### config.mk
export PLATFORM = sky130hd
export DESIGN_NAME = ram_march_bist
export DESIGN_NICKNAME = d
export VERILOG_FILES = /design/src/rtl/ram_march_bist.sv
export SDC_FILE = /design/constraint.sdc
export NUM_CORES = 1
export LEC_CHECK = 0
export ABC_AREA = 1
export ABC_CLOCK_PERIOD_IN_PS = 3170
export CORE_AREA = 2 2 93 95
export CTS_CLUSTER_DIAMETER = 50
export CTS_CLUSTER_SIZE = 28
export DETAILED_ROUTE_END_ITERATION = 10
export DIE_AREA = 0 0 95 97
export PLACE_DENSITY = 0.79
export SYNTH_ARGS = -nofsm -noshare
export SYNTH_HDL_FRONTEND = slang
export SYNTH_SLANG_ARGS = --single-unit
### constraint.sdc
create_clock -name clk -period 3.17 [get_ports clk]
set_clock_uncertainty 0.2 [all_clocks]
set_input_delay 0.4755 -clock clk [delete_from_list [all_inputs] [get_ports clk]]
set_output_delay 0.4755 -clock clk [all_outputs]
set_load 0.005 [all_outputs]
### src/rtl/ram_march_bist.sv
// March BIST initiator for a single-port no-change RAM: runs a 4-element March
// sequence (w0; r0,w1 up; r1,w0 down; r0 up), reports pass and the first mismatch.
module ram_march_bist #(
  parameter int unsigned addressWidth = 5,
  parameter int unsigned dataWidth    = 32
) (
  input  logic                    clk,
  input  logic                    rst,
  input  logic                    start,
  output logic                    ram_en,
  output logic                    ram_we,
  output logic [addressWidth-1:0] ram_address,
  output logic [dataWidth-1:0]    ram_din,
  input  logic [dataWidth-1:0]    ram_dout,
  output logic                    busy,
  output logic                    done,
  output logic                    pass,
  output logic [addressWidth-1:0] fail_address,
  output logic [dataWidth-1:0]    fail_expected,
  output logic [dataWidth-1:0]    fail_actual
);

  localparam logic [addressWidth-1:0] AddrMax = '1;
  localparam logic [addressWidth-1:0] AddrMin = '0;
  localparam logic [dataWidth-1:0]    P0      = '0;
  localparam logic [dataWidth-1:0]    P1      = '1;

  typedef enum logic [3:0] {
    StIdle, StM0W, StM1R, StM1W, StM2R, StM2W, StM3R, StDrain, StDone
  } state_e;

  state_e                  state_q, state_d;
  logic [addressWidth-1:0] addr_q, addr_d;
  logic                    start_run;
  logic                    rd_op;
  logic [dataWidth-1:0]    rd_exp;

  logic                    cmp_valid_q;
  logic [addressWidth-1:0] cmp_addr_q;
  logic [dataWidth-1:0]    cmp_exp_q;
  logic                    mismatch;
  logic                    fail_q;

  always_comb begin
    state_d   = state_q;
    addr_d    = addr_q;
    start_run = 1'b0;
    unique case (state_q)
      StIdle, StDone: begin
        if (start) begin
          state_d   = StM0W;
          addr_d    = AddrMin;
          start_run = 1'b1;
        end
      end
      StM0W: begin
        if (addr_q == AddrMax) begin
          state_d = StM1R;
          addr_d  = AddrMin;
        end else begin
          addr_d = addr_q + 1'b1;
        end
      end
      StM1R: state_d = StM1W;
      StM1W: begin
        // M2 walks back down from the top, so the counter stays at N-1
        if (addr_q == AddrMax) begin
          state_d = StM2R;
        end else begin
          state_d = StM1R;
          addr_d  = addr_q + 1'b1;
        end
      end
      StM2R: state_d = StM2W;
      StM2W: begin
        if (addr_q == AddrMin) begin
          state_d = StM3R;
        end else begin
          state_d = StM2R;
          addr_d  = addr_q - 1'b1;
        end
      end
      StM3R: begin
        if (addr_q == AddrMax) begin
          state_d = StDrain;
          addr_d  = AddrMin;
        end else begin
          addr_d = addr_q + 1'b1;
        end
      end
      StDrain: state_d = StDone;
      default: state_d = StIdle;
    endcase
  end

  always_ff @(posedge clk or posedge rst) begin
    if (rst) begin
      state_q <= StIdle;
      addr_q  <= '0;
    end else begin
      state_q <= state_d;
      addr_q  <= addr_d;
    end
  end

  // RAM pins come from registers only, never from start or ram_dout.
  always_comb begin
    ram_en      = 1'b0;
    ram_we      = 1'b0;
    ram_din     = P0;
    ram_address = '0;
    busy        = 1'b0;
    done        = 1'b0;
    rd_op       = 1'b0;
    rd_exp      = P0;
    unique case (state_q)
      StM0W, StM1W, StM2W: begin
        ram_en = 1'b1;
        ram_we = 1'b1;
        busy   = 1'b1;
      end
      StM1R, StM2R, StM3R: begin
        ram_en = 1'b1;
        busy   = 1'b1;
        rd_op  = 1'b1;
      end
      StDrain: busy = 1'b1;
      StDone:  done = 1'b1;
      default: ;
    endcase
    if (ram_en) ram_address = addr_q;
    if (state_q == StM1W) ram_din = P1;
    if (state_q == StM2R) rd_exp = P1;
  end

  assign pass = done & ~fail_q;

  // Read data arrives one cycle after the read, so the expectation is staged.
  always_ff @(posedge clk or posedge rst) begin
    if (rst) begin
      cmp_valid_q <= 1'b0;
      cmp_addr_q  <= '0;
      cmp_exp_q   <= '0;
    end else begin
      cmp_valid_q <= rd_op;
      if (rd_op) begin
        cmp_addr_q <= addr_q;
        cmp_exp_q  <= rd_exp;
      end
    end
  end

  assign mismatch = cmp_valid_q && (ram_dout != cmp_exp_q);

  always_ff @(posedge clk or posedge rst) begin
    if (rst) begin
      fail_q        <= 1'b0;
      fail_address  <= '0;
      fail_expected <= '0;
      fail_actual   <= '0;
    end else if (start_run) begin
      fail_q        <= 1'b0;
      fail_address  <= '0;
      fail_expected <= '0;
      fail_actual   <= '0;
    end else if (mismatch && !fail_q) begin
      fail_q        <= 1'b1;
      fail_address  <= cmp_addr_q;
      fail_expected <= cmp_exp_q;
      fail_actual   <= ram_dout;
    end
  end

endmodule

==> results.ini, run 1 <==
[outcome]
status=completed

[power]
switchingPower_mw=1.25
switching_share_pct=37.2
p_int_mw=2.10
seqPwrFrac_pct=34.6
power.density_nw_per_um2=721
pwr-share-comb_pct=53.0
p_leak_nw=2.07
clkPwrFrac_pct=12.4
irDropWorstVdd_v=0.000308

[die]
start_util_pct=42.2
die_height_um=97
std_cell_rows=33
core-area_um2=8130
fp.dieW_um=95
die-area_um2=9220
io_pins=146

[clock_network]
cts_buffer_depth=2
cts_resized=0
cts_buffers=5
path_clk_slew_ns=0.09
post-cts-setup-buffers=0
cts_hold_buf=0
cts_tree=yes
cts-root-buf=clkbuf_8
clock_latency_ns=0.30
cts_sinks=55
htreeDepth=2

[critical_path]
cpPeakStageDelay_ns=0.53
cp_top_family=simple AND/OR/NAND/NOR gates
cp-start-kind=register
ff2ff_setup_slack_ns=0.77
crit_top_cell=nor2_1
crit_path_end_kind=primary output
cp_data_required_time_ns=2.49
cp_slowest_cell=dfrtp_1
critPathMaxFanout=8
path_cells=nand2_1 > nor3_4 > nor2_1 > nand2_1 > nor2_1 > nor2_1 > clkdlybuf4s50_1
crit_type=register to primary output
arrival_ns=2.22
cp_num_buf_inv=1

[routing]
drtAntennaViolNets=0
dr.pass1.iters=4
drt_iter0_markers=140
wirelength_mm=8.63
remaining_drc_errors=0
num_vias=3152
wl_per_cell_um=14.0
via_per_inst=5.11

[logic_synthesis]
syn-cell-area_um2=3430
synth.most_common_cell=nand2_1
synth_cells=433
ys.flop_type=dfrtp_1
yosysSeqAreaShare_pct=40.1
synth_area_leaders=dfrtp_1 (40%), buf_4 (14%), nand2_1 (10%)
ys_seq_elements=55
synth_top_area_cell=dfrtp_1
syn-mean-instance-area_um2=7.92
synth_async_sr_flop_share_pct=100
synth-edff-count=0
yosys_warnings=0
syn_nets=472
synthTopCellsByCount=nand2_1 (92), buf_4 (64), dfrtp_1 (55), nor2_1 (42), nand4_1 (40)
synth_cell_type_count=30
synth_top_area_share_pct=40.1

[place]
dp.cells=609
gp_congestion=0.882
port_buffers=145
dp_hpwl_mm=6.36

[timing]
finalMaxSlewViolations=0
clock.fmax_mhz=345
tightest_slew_ns=1.16
slew_headroom_pct=22.3
finalSetupTns_ns=0
finalSetupViolations=0
rsz0062_at_grt=false
post-route-min-period_ns=2.90
final-hold-violation-count=0
finalCritPeriodShare_pct=91.4

[global_route]
gr-usage-all-layers_pct=18.7
grt_max_degree=74
grt_pass1_vias=3000
grt_pass1_wl_mm=14.2
antenna_found_initial=0
grt-ovfl-total=0

[cells_and_area]
nFillCells=749
ff_latch_area_um2=1380
diodes=0
utilization_pct=57.1
instances_no_fill=617
final_layout_size_suffix_gt1_share_pct=7.81
syn2layout_area_growth_pct=35.5
multi_input_area_um2=1400
nNetsFinal=550

[flow_run]
maxCapViolations=0

[hold_path]
hp-class=register to register

==> kinds of logic (layout without fill, tap and decap cells) <==
| group | count (synthesis) | in the layout | share of synthesized area [%] |
|---|---|---|---|
| AO/OA/AOI/OAI | 30 | 30 | 4.96 |
| XOR/XNOR | 2 | 2 | 0.511 |
| adder cells (fa/ha/maj) | 4 | 4 | 1.46 |
| buffers and inverters | 106 | 185 | 19.7 |
| flip-flops | 55 | 55 | 40.1 |
| AND/OR/NAND/NOR | 236 | 236 | 33.3 |
==> cells in the final DEF, fill, tap and decap left out, types with 4 or more instances in the layout <==
cell type / instances
nand3b_1: 4
o21ai_1: 6
a21oi_1: 9
or2_0: 4
nand3_2: 10
nand2_1: 92
buf_4: 8
nand4_1: 40
nor3_1: 5
dfrtp_1: 55
nor2_1: 41
inv_1: 16
clkdlybuf4s50_1: 145
nand3_1: 35
inv_2: 6
ha_1: 4
o21ai_0: 10
clkbuf_8: 7
==> registers in the layout, indices dropped and copies added (netlist names) <==
| register | count |
|---|---|
| fail_q | 1 |
| fail_expected | 1 |
| cmp_addr_q | 5 |
| state_q | 4 |
| fail_address | 5 |
| cmp_exp_q | 1 |
| fail_actual | 32 |
| cmp_valid_q | 1 |
| addr_q | 5 |
==> worst reg2reg max path: cells and delay by family, from the launching register on <==
family / cells / cell delay (ns)
AND/OR/NAND/NOR: 5 / 0.40
flip-flops: 1 / 0.46
buffers and inverters: 4 / 1.27
==> stage by stage <==
stage          cell area [um2]  power, mW  setup slack [ns]  hold WS, ns
6_report                  4650       3.35             0.271        0.306
5_1_grt                   4650       3.63            0.0301        0.327
4_1_cts                   4640       3.38             0.195        0.311
3_5_place_dp              4540       2.96             0.572        0.289
3_3_place_gp              4540       2.90             0.657        0.279
2_1_floorplan             3430       2.15             0.284        0.275
==> final cells by class <==
type                            count  area share, %
Multi-Input combinational cell    272           30.2
Timing Repair Buffer              155           33.4
Sequential cell                    55           29.6
Clock buffer                        7           2.07
Inverter                           22           1.78
Clock inverter                      1          0.162
Tap cell                          105           2.83
==> metal layers <==
layer / GRT usage (%) / vias up / wire, um
li1: - / 1537 / -
met1: 24.9 / 1467 / 3630
met2: 31.6 / 139 / 4220
met3: 3.74 / 9 / 708
met4: 3.68 / 0 / 71
met5: 0 / - / 0
==> worst paths after layout <==
| kind | startpoint | endpoint | cells past startpoint |
|---|---|---|---|
| max | state_q[2]$_DFFE_PP0P_ | ram_address[0] | 7 |
| min | fail_actual[29]$_DFFE_PP0P_ | fail_actual[29]$_DFFE_PP0P_ | 2 |
| max reg2reg | state_q[1]$_DFFE_PP0P_ | fail_actual[20]$_DFFE_PP0P_ | 9 |
| min reg2reg | fail_actual[29]$_DFFE_PP0P_ | fail_actual[29]$_DFFE_PP0P_ | 2 |
| max in group asynchronous | rst | addr_q[3]$_DFFE_PP0P_ | 3 |
| min in group asynchronous | rst | fail_actual[11]$_DFFE_PP0P_ | 2 |
==> power groups by stage <==
| stage | registers [mW] | clock network [mW] | logic, mW |
|---|---|---|---|
| 3_5_place_dp | 1.17 | 0 | 1.78 |
| 4_1_cts | 1.16 | 0.430 | 1.79 |
| 2_1_floorplan | 1.16 | 0 | 0.997 |
| 6_report | 1.16 | 0.417 | 1.78 |
| 3_3_place_gp | 1.16 | 0 | 1.74 |
| 5_1_grt | 1.19 | 0.466 | 1.97 |
(Power assumes the default switching activity.)
==> run 2: changes to the inputs <==
--- a/config.mk
+++ b/config.mk
@@ -8,7 +8,6 @@
 export ABC_AREA = 1
 export ABC_CLOCK_PERIOD_IN_PS = 3170
 export CORE_AREA = 2 2 93 95
-export CTS_CLUSTER_DIAMETER = 50
 export CTS_CLUSTER_SIZE = 28
 export DETAILED_ROUTE_END_ITERATION = 10
 export DIE_AREA = 0 0 95 97
==> results of run 2 <==
The final DEF is identical to that of run 1; final timing and power are the same.
